[config.mk]
export PLATFORM = sky130hd
export DESIGN_NAME = seg_scan_driver
export DESIGN_NICKNAME = d
export VERILOG_FILES = /design/src/rtl/seg_scan_driver.sv
export SDC_FILE = /design/constraint.sdc
export NUM_CORES = 1
export LEC_CHECK = 0
export CORE_MARGIN = 1.5
export CORE_UTILIZATION = 45
export CTS_CLUSTER_SIZE = 25
export DETAILED_ROUTE_END_ITERATION = 12
export GPL_ROUTABILITY_DRIVEN = 0
export GPL_TIMING_DRIVEN = 0
export PLACE_DENSITY = 0.67
export SYNTH_ARGS = -nofsm -noshare
export SYNTH_HDL_FRONTEND = slang
export SYNTH_SLANG_ARGS = --single-unit
[constraint.sdc]
create_clock -name Clk -period 6.8 [get_ports Clk]
set_clock_uncertainty 0.15 [all_clocks]
set_input_delay 0.68 -clock Clk [delete_from_list [all_inputs] [get_ports Clk]]
set_output_delay 0.68 -clock Clk [all_outputs]
set_load 0.03 [all_outputs]
[src/rtl/seg_scan_driver.sv]
// Purpose: time-multiplexes eight frame-snapshotted hex digits onto an 8-digit common-anode 7-seg display.
// Latency: inputs are sampled once per frame in LOAD; frame = 1 + 8*(GAP+DIV) cycles; all outputs registered.
// Backpressure: none; free-running scan, Frame_done pulses for the single LOAD cycle that closes a frame.
module seg_scan_driver #(
    parameter int DIV = 50000,
    parameter int GAP = 4
) (
    input  logic       Clk,
    input  logic       Rst_n,
    input  logic [3:0] Din0,
    input  logic [3:0] Din1,
    input  logic [3:0] Din2,
    input  logic [3:0] Din3,
    input  logic [3:0] Din4,
    input  logic [3:0] Din5,
    input  logic [3:0] Din6,
    input  logic [3:0] Din7,
    input  logic       Blank_lz,
    input  logic [7:0] Dp_sel,
    output logic [7:0] AN,
    output logic [6:0] SEG,
    output logic       DP,
    output logic       Frame_done
);

    localparam int MAXC = (DIV > GAP) ? DIV : GAP;
    localparam int CW   = $clog2(MAXC + 1);
    localparam logic [CW-1:0] DIV_LAST = CW'(DIV - 1);
    // GAP=0 never enters the GAP state, so its terminal count is irrelevant then.
    localparam logic [CW-1:0] GAP_LAST = CW'((GAP > 0) ? GAP - 1 : 0);

    typedef enum logic [1:0] {
        S_LOAD = 2'd0,
        S_GAP  = 2'd1,
        S_SHOW = 2'd2
    } state_t;

    state_t          state_q;
    logic [2:0]      idx_q;
    logic [CW-1:0]   cnt_q;
    logic [7:0][3:0] shadow_q;
    logic [7:0]      mask_q;
    logic [7:0]      dpsh_q;
    logic [7:0]      an_q;
    logic [6:0]      seg_q;
    logic            dp_q;
    logic            fd_q;

    logic [7:0][3:0] din_pk;
    logic [7:0]      mask_d;
    logic            zero_run;

    // Digit about to be lit on the next SHOW entry, and its output pattern.
    logic [2:0]      nx_idx;
    logic [3:0]      nx_dig;
    logic            nx_blank;
    logic            nx_dpen;
    logic [7:0]      nx_an;
    logic [6:0]      nx_seg;
    logic            nx_dp;

    assign din_pk = {Din7, Din6, Din5, Din4, Din3, Din2, Din1, Din0};

    assign AN         = an_q;
    assign SEG        = seg_q;
    assign DP         = dp_q;
    assign Frame_done = fd_q;

    function automatic logic [6:0] hex_decode(input logic [3:0] v);
        logic [6:0] s;
        case (v)
            4'h0: s = 7'b1000000;
            4'h1: s = 7'b1111001;
            4'h2: s = 7'b0100100;
            4'h3: s = 7'b0110000;
            4'h4: s = 7'b0011001;
            4'h5: s = 7'b0010010;
            4'h6: s = 7'b0000010;
            4'h7: s = 7'b1111000;
            4'h8: s = 7'b0000000;
            4'h9: s = 7'b0010000;
            4'hA: s = 7'b0001000;
            4'hB: s = 7'b0000011;
            4'hC: s = 7'b1000110;
            4'hD: s = 7'b0100001;
            4'hE: s = 7'b0000110;
            default: s = 7'b0001110;
        endcase
        return s;
    endfunction

    // Leading-zero mask: walk from the leftmost digit while digits stay zero; digit 0 always lit.
    always_comb begin
        mask_d   = '0;
        zero_run = Blank_lz;
        for (int k = 7; k >= 1; k--) begin
            zero_run  = zero_run & (din_pk[k] == 4'd0);
            mask_d[k] = zero_run;
        end
    end

    // Select the digit for the next SHOW entry; LOAD with GAP=0 must bypass the not-yet-written shadow.
    always_comb begin
        nx_idx   = 3'd0;
        nx_dig   = Din0;
        nx_blank = 1'b0;
        nx_dpen  = Dp_sel[0];
        case (state_q)
            S_GAP: begin
                nx_idx   = idx_q;
                nx_dig   = shadow_q[idx_q];
                nx_blank = mask_q[idx_q];
                nx_dpen  = dpsh_q[idx_q];
            end
            S_SHOW: begin
                nx_idx   = 3'(idx_q + 3'd1);
                nx_dig   = shadow_q[nx_idx];
                nx_blank = mask_q[nx_idx];
                nx_dpen  = dpsh_q[nx_idx];
            end
            default: ;
        endcase
        nx_an  = nx_blank ? 8'hFF : ~(8'h01 << nx_idx);
        nx_seg = nx_blank ? 7'h7F : hex_decode(nx_dig);
        nx_dp  = nx_blank ? 1'b1  : ~nx_dpen;
    end

    // Scan FSM; outputs are loaded on the edge entering each state and held through it.
    always_ff @(posedge Clk or negedge Rst_n) begin
        if (!Rst_n) begin
            state_q  <= S_LOAD;
            idx_q    <= 3'd0;
            cnt_q    <= '0;
            shadow_q <= '0;
            mask_q   <= '0;
            dpsh_q   <= '0;
            an_q     <= 8'hFF;
            seg_q    <= 7'h7F;
            dp_q     <= 1'b1;
            fd_q     <= 1'b0;
        end else begin
            fd_q <= 1'b0;
            case (state_q)
                S_LOAD: begin
                    shadow_q <= din_pk;
                    dpsh_q   <= Dp_sel;
                    mask_q   <= mask_d;
                    idx_q    <= 3'd0;
                    cnt_q    <= '0;
                    if (GAP == 0) begin
                        state_q <= S_SHOW;
                        an_q    <= nx_an;
                        seg_q   <= nx_seg;
                        dp_q    <= nx_dp;
                    end else begin
                        state_q <= S_GAP;
                        an_q    <= 8'hFF;
                        seg_q   <= 7'h7F;
                        dp_q    <= 1'b1;
                    end
                end
                S_GAP: begin
                    if (cnt_q == GAP_LAST) begin
                        state_q <= S_SHOW;
                        cnt_q   <= '0;
                        an_q    <= nx_an;
                        seg_q   <= nx_seg;
                        dp_q    <= nx_dp;
                    end else begin
                        cnt_q <= cnt_q + CW'(1);
                    end
                end
                S_SHOW: begin
                    if (cnt_q == DIV_LAST) begin
                        cnt_q <= '0;
                        if (idx_q == 3'd7) begin
                            state_q <= S_LOAD;
                            idx_q   <= 3'd0;
                            fd_q    <= 1'b1;
                            an_q    <= 8'hFF;
                            seg_q   <= 7'h7F;
                            dp_q    <= 1'b1;
                        end else begin
                            idx_q <= nx_idx;
                            if (GAP == 0) begin
                                state_q <= S_SHOW;
                                an_q    <= nx_an;
                                seg_q   <= nx_seg;
                                dp_q    <= nx_dp;
                            end else begin
                                state_q <= S_GAP;
                                an_q    <= 8'hFF;
                                seg_q   <= 7'h7F;
                                dp_q    <= 1'b1;
                            end
                        end
                    end else begin
                        cnt_q <= cnt_q + CW'(1);
                    end
                end
                default: begin
                    state_q <= S_LOAD;
                    cnt_q   <= '0;
                    an_q    <= 8'hFF;
                    seg_q   <= 7'h7F;
                    dp_q    <= 1'b1;
                end
            endcase
        end
    end

endmodule

==> impl_metrics.env <==
export IMPL_antenna_found_initial=0
export IMPL_mostFrequentLayoutCells="69 x dfrtp_1, 58 x clkdlybuf4s50_1, 50 x mux2_2, 43 x nor2_1, 23 x inv_1"
export IMPL_ys_ff_latch=85
export IMPL_ys_flop_type="dfrtp_1"
export IMPL_die_width_um=106
export IMPL_cts_root_buf="clkbuf_8"
export IMPL_rsz0062_at_grt="no"
export IMPL_cap_violations=0
export IMPL_start_util_pct=46.3
export IMPL_area_growth_pct=20.1
export IMPL_pwr_share_comb_pct=10.5
export IMPL_worst_setup_path_type="flip-flop to flip-flop"
export IMPL_worstPathArrival_ns=3.61
export IMPL_synth_area_top_cells="dfrtp_1 36%, mux2_2 12%, dfstp_2 8.8%, mux4_2 7.5%, ha_1 3.7%"
export IMPL_p_sw_share_pct=26.0
export IMPL_maxSlewHeadroom_pct=52.9
export IMPL_drv_slew=0
export IMPL_clk_path_buf_depth=2
export IMPL_ios=60
export IMPL_grt_usage_pct=21.4
export IMPL_fmaxAchievable_mhz=288
export IMPL_synth_top_area_share_pct=36.1
export IMPL_synthArstFlopShare_pct=100
export IMPL_layout_drive_gt1_share_pct=23.4
export IMPL_h_tree_depth=3
export IMPL_drt_vias_per_instance=5.69
export IMPL_dp_hpwl_um=8490
export IMPL_syn_nets=472
export IMPL_cts_clk_slew_worst_paths_ns=0.09
export IMPL_vias=3567
export IMPL_drcViolationCount=0
export IMPL_hold_violations=0
export IMPL_tns_ns=0
export IMPL_p_leak_nw=2.32
export IMPL_hold_slack_ns=0.105
export IMPL_netlist_instances=415
export IMPL_synth_warnings=0
export IMPL_finalSetupViolCount=0
export IMPL_tightestPinTransition_ns=0.706
export IMPL_p_clk_share_pct=34.1
export IMPL_synth_edff_count=0
export IMPL_hp_class="primary input to async pin"
export IMPL_post_cts_resized=0
export IMPL_wl_per_cell_um=17.9
export IMPL_std_cell_rows=37
export IMPL_grt_pass1_wl_um=18600
export IMPL_power_frac_seq_pct=55.4
export IMPL_dr_pass1_iters=4
export IMPL_post_cts_setup_buffer_count=0
export IMPL_yosysUniqueCellTypes=51
export IMPL_die_area_um2=11200
export IMPL_netlist_top_cell_by_area="dfrtp_1"
export IMPL_path_cells="ha_1 -> buf_6 -> buf_2 -> mux4_2 -> nand2_1 -> a21oi_1 -> nor2_1 -> inv_1 -> ha_1 -> inv_1 -> mux2i_1 -> a221oi_1 -> nor2_1"
export IMPL_worstPathMaxFanout=10
export IMPL_clock_sinks=85
export IMPL_max_stage_delay_ns=0.54
export IMPL_nets=543
export IMPL_cts_tree="built"
export IMPL_ant_nets=0
export IMPL_syn_cell_area_um2=4780
export IMPL_crit_start="idx_q[0]"
export IMPL_p_per_area_nw_per_um2=169
export IMPL_grt_max_degree=53
export IMPL_ff2ff_path_depth=13
export IMPL_numCtsBuffers=9
export IMPL_fillers=914
export IMPL_worstSetupEndpoint="SEG[6]"
export IMPL_period_needed_ns=3.47
export IMPL_ir_worst_vdd_mv=0.123
export IMPL_grt_overflow=0
export IMPL_first_iter_violations=160
export IMPL_worstSkewPairLatency_ns=0.37
export IMPL_die_y_um=106
export IMPL_end_kind="flip-flop"
export IMPL_crit_reg2reg_capture="SEG[6]"
export IMPL_r2r_slack_ns=3.33
export IMPL_crit_required_ns=6.95
export IMPL_diodes=0
export IMPL_switchingPower_w=0.000252
export IMPL_cts_hold_buf=0
export IMPL_ys_seq_area_share_pct=44.9
export IMPL_timing_final_crit_share_pct=51.0
export IMPL_mostFrequentLayoutCell="dfrtp_1"
export IMPL_internal_power_w=0.000717
export IMPL_r2r_start="idx_q[0]"
export IMPL_routed_wl_um=11200
export IMPL_cp_start_kind="flip-flop"
export IMPL_grt_pass1_vias=3692
export IMPL_run_status="completed"
export IMPL_port_buffers=59
export IMPL_core_area_um2=10300
export IMPL_cpMaxStageDelayCell="mux4_2"
export IMPL_synth_area_per_cell_um2=11.5
==> metal layers <==
| metal | wire length, um | track usage [%] | up-vias |
|---|---|---|---|
| li1 | - | - | 1656 |
| met1 | 5010 | 27.4 | 1821 |
| met5 | 0 | 0 | - |
| met2 | 5630 | 36.5 | 72 |
| met3 | 356 | 4.11 | 18 |
| met4 | 226 | 6.95 | 0 |
==> registers in the layout (all words and copies together), names as in the netlist <==
register	count
idx_q	3
state_q	2
AN	8
Frame_done	1
dpsh_q	8
mask_q	7
DP	1
SEG	7
cnt_q	16
shadow_q	32
==> cell type report <==
class                      instances  area (um^2)  area share, %
multi-input combinational        282         2420           42.2
sequential                        85         2150           37.4
timing repair buffer              60          616           10.7
tap                              136          170           2.97
clock buffer                      10          128           2.22
buffer                            25          123           2.14
inverter                          23         86.3           1.50
clock inverter                     6         46.3          0.807
==> worst min-delay path by stage <==
stage	start	end	slack [ns]	cells past startpoint
3_3_place_gp	cnt_q[0]	cnt_q[0]	0.32	1
5_1_grt	Rst_n	cnt_q[9]	0.13	1
2_1_floorplan	Rst_n	Frame_done	0.23	0
6_report	Rst_n	cnt_q[2]	0.10	1
4_1_cts	Rst_n	cnt_q[2]	0.11	1
3_5_place_dp	cnt_q[0]	cnt_q[0]	0.33	1
==> power by group through the flow <==
stage               Combinational [W]  Sequential (W)  Clock, W
floorplan                   0.0000386        0.000551         0
global placement            0.0000989        0.000546         0
detailed placement           0.000103        0.000546         0
CTS                          0.000103        0.000537  0.000338
global route                 0.000110        0.000539  0.000357
finish                       0.000102        0.000537  0.000330
==> logic make-up (layout without fill, tap and decap cells) <==
| kind of cell | after synthesis | in the layout | share of synthesized area [%] |
|---|---|---|---|
| and+or+nand+nor | 117 | 117 | 11.8 |
| muxes | 79 | 79 | 23.4 |
| DFF | 85 | 85 | 44.9 |
| buffers and inverters | 48 | 124 | 4.37 |
| xor gates and xnor gates | 15 | 15 | 2.75 |
| adders and majority gates | 14 | 14 | 3.67 |
| AOI/OAI and AO/OA | 57 | 57 | 9.11 |
==> critical path: cells and delay by family (launching register included) <==
kind / cells / cell delay (ns)
compound gates: 2 / 0.43
fa+ha+maj: 2 / 0.54
buf+inv: 4 / 0.66
flops: 1 / 0.40
mux: 2 / 0.61
simple gates: 3 / 0.61
==> per-stage QoR <==
stage / power [W] / area (um^2) / util, % / cells / setup WS (ns)
after floorplan: 0.000589 / 4780 / - / 415 / 3.83
after global placement: 0.000644 / 5540 / 53.7 / 610 / 1.90
after detailed placement: 0.000649 / 5560 / 53.9 / 611 / 3.31
after CTS: 0.000977 / 5740 / 55.6 / 627 / 3.30
after global routing: 0.00101 / 5740 / 55.6 / 627 / 2.99
final: 0.000969 / 5740 / 55.6 / 627 / 3.33
==> synth_stat cells (2+ instances only) <==
library cell and n:
a21oi_1 11, a221oi_1 2, a221oi_2 2, a22o_1 6
a22oi_1 5, and3_1 5, buf_2 8, buf_6 2
clkbuf_1 13, dfrtp_1 69, dfstp_2 16, ha_1 14
inv_1 23, mux2_2 50, mux2i_1 9, mux4_1 4
mux4_2 16, nand2_1 22, nand2b_1 2, nand3_1 13
nand3b_1 2, nand4_1 4, nor2_1 43, nor2b_1 4
nor3_1 5, nor4_1 9, o21ai_0 8, o22a_1 3
o22ai_1 2, o31ai_1 2, o32a_1 6, o32ai_1 2
or3_1 2, xnor2_1 7, xor2_1 8
No activity file was read; power rests on OpenSTA's default activity.
==> variant (same flow settings) <==
Encoding of `state_t`: now one-hot (3 bits for 3 states).
--- a/src/rtl/seg_scan_driver.sv
+++ b/src/rtl/seg_scan_driver.sv
@@ -31,6 +31,6 @@
 
-    typedef enum logic [1:0] {
-        S_LOAD = 2'd0,
-        S_GAP  = 2'd1,
-        S_SHOW = 2'd2
+    typedef enum logic [2:0] {
+        S_LOAD = 3'b001,
+        S_GAP  = 3'b010,
+        S_SHOW = 3'b100
     } state_t;
Check against the original RTL: no difference found for any inputs over 10 cycles, from zero or initial values and one cycle with Rst_n low; not proved beyond that.
==> variant against the original RTL <==
  * Sequential cell count increased by 1
  * Core utilization up 0.32 points
  * Count of clock-buffer cells in the layout unchanged
  * Routed wire length up 2.8%
  * Cell area rose by 0.13%
  * Sequential power rose by 0.7%
  * Worst setup slack better by 0.13 ns
  * Power increased by 7.9%
  * Synthesized area is 0.84% lower
  * Die area decreased by 0.81%
  * Maximum frequency rose by 4.0%
==> variant: results (changes against the original RTL) <==
Yosys
  • Number of library cell types mapped by synthesis: 61 (+20%)
  • Cells after synthesis: 484 (+17%)
  • Register area share after synthesis: 45.9% (+0.93 points)

Pwr
  • Peak supply drop: 0.104 mV (-15%)
  • Clock Power Share: 39.1% (+5.0 points)

Layout
  • Number of non-clock buffers: 86 (+1.2%)
  • Post-Layout Cell Count: 696 (+11%)
  • Footprint of the multi-input gates: 0.00241 mm2 (-0.46%)
  • NonClk Buf Share: 12.9% (+0.070 points)
  • Layout cells sized above 1: 12.5% (-11 points)
  • Storage cell area: 0.00217 mm2 (+1.2%)
  • Final nets: 607 (+12%)

GRT
  • Met2 GRT Util: 35.2% (-1.3 points)
  • GR Layer Usage met3: 3.22% (-0.89 points)
  • First-pass GRT wire length: 19500 um (+5.0%)

Drt
  • DR WL met3: 598 um (+68%)
  • Met2 WL post-DR: 5310 um (-5.8%)
  • Via count: 3857 (+8.1%)
  • M1 WL: 5420 um (+8.2%)
  • Initial DRC count: 146 (-8.8%)

Placed design
  • DP Wirelength: 8750 um (+3.0%)
  • Post-placement cell area: 0.00552 mm2 (-0.72%)
  • Placed cells: 680 (+11%)
  • Post-Place Setup Slack: 3.47 ns (+0.164 ns)

Status
  • Outcome: finished clean

Worst setup path
  • Reg2Reg Depth: 10 (-3)
  • FF-to-FF End: SEG[3]$_DFFE_PN1P_
==> variant: changes by cell type after synthesis, sizes merged, moves of 3 or more <==
cell	delta
nand2	+118
nand2b	+5
inv	-16
a31oi	+4
o21ai	+5
a21boi	+3
mux2	-48
a21oi	+4
o32a	-3
ha	-5
==> variant: worst max path at each step <==
stage | slack [ns] | endpoint | cells past startpoint | from
floorplan | 3.85 | SEG[3]$_DFFE_PN1P_ | 10 | idx_q[0]$_DFFE_PN0P_
global placement | 1.84 | dpsh_q[2]$_DFFE_PN0P_ | 1 | Rst_n
detailed placement | 3.47 | SEG[3]$_DFFE_PN1P_ | 10 | idx_q[0]$_DFFE_PN0P_
CTS | 3.44 | SEG[3]$_DFFE_PN1P_ | 10 | idx_q[1]$_DFFE_PN0P_
global route | 3.24 | SEG[3]$_DFFE_PN1P_ | 10 | idx_q[1]$_DFFE_PN0P_
finish | 3.46 | SEG[3]$_DFFE_PN1P_ | 10 | idx_q[1]$_DFFE_PN0P_
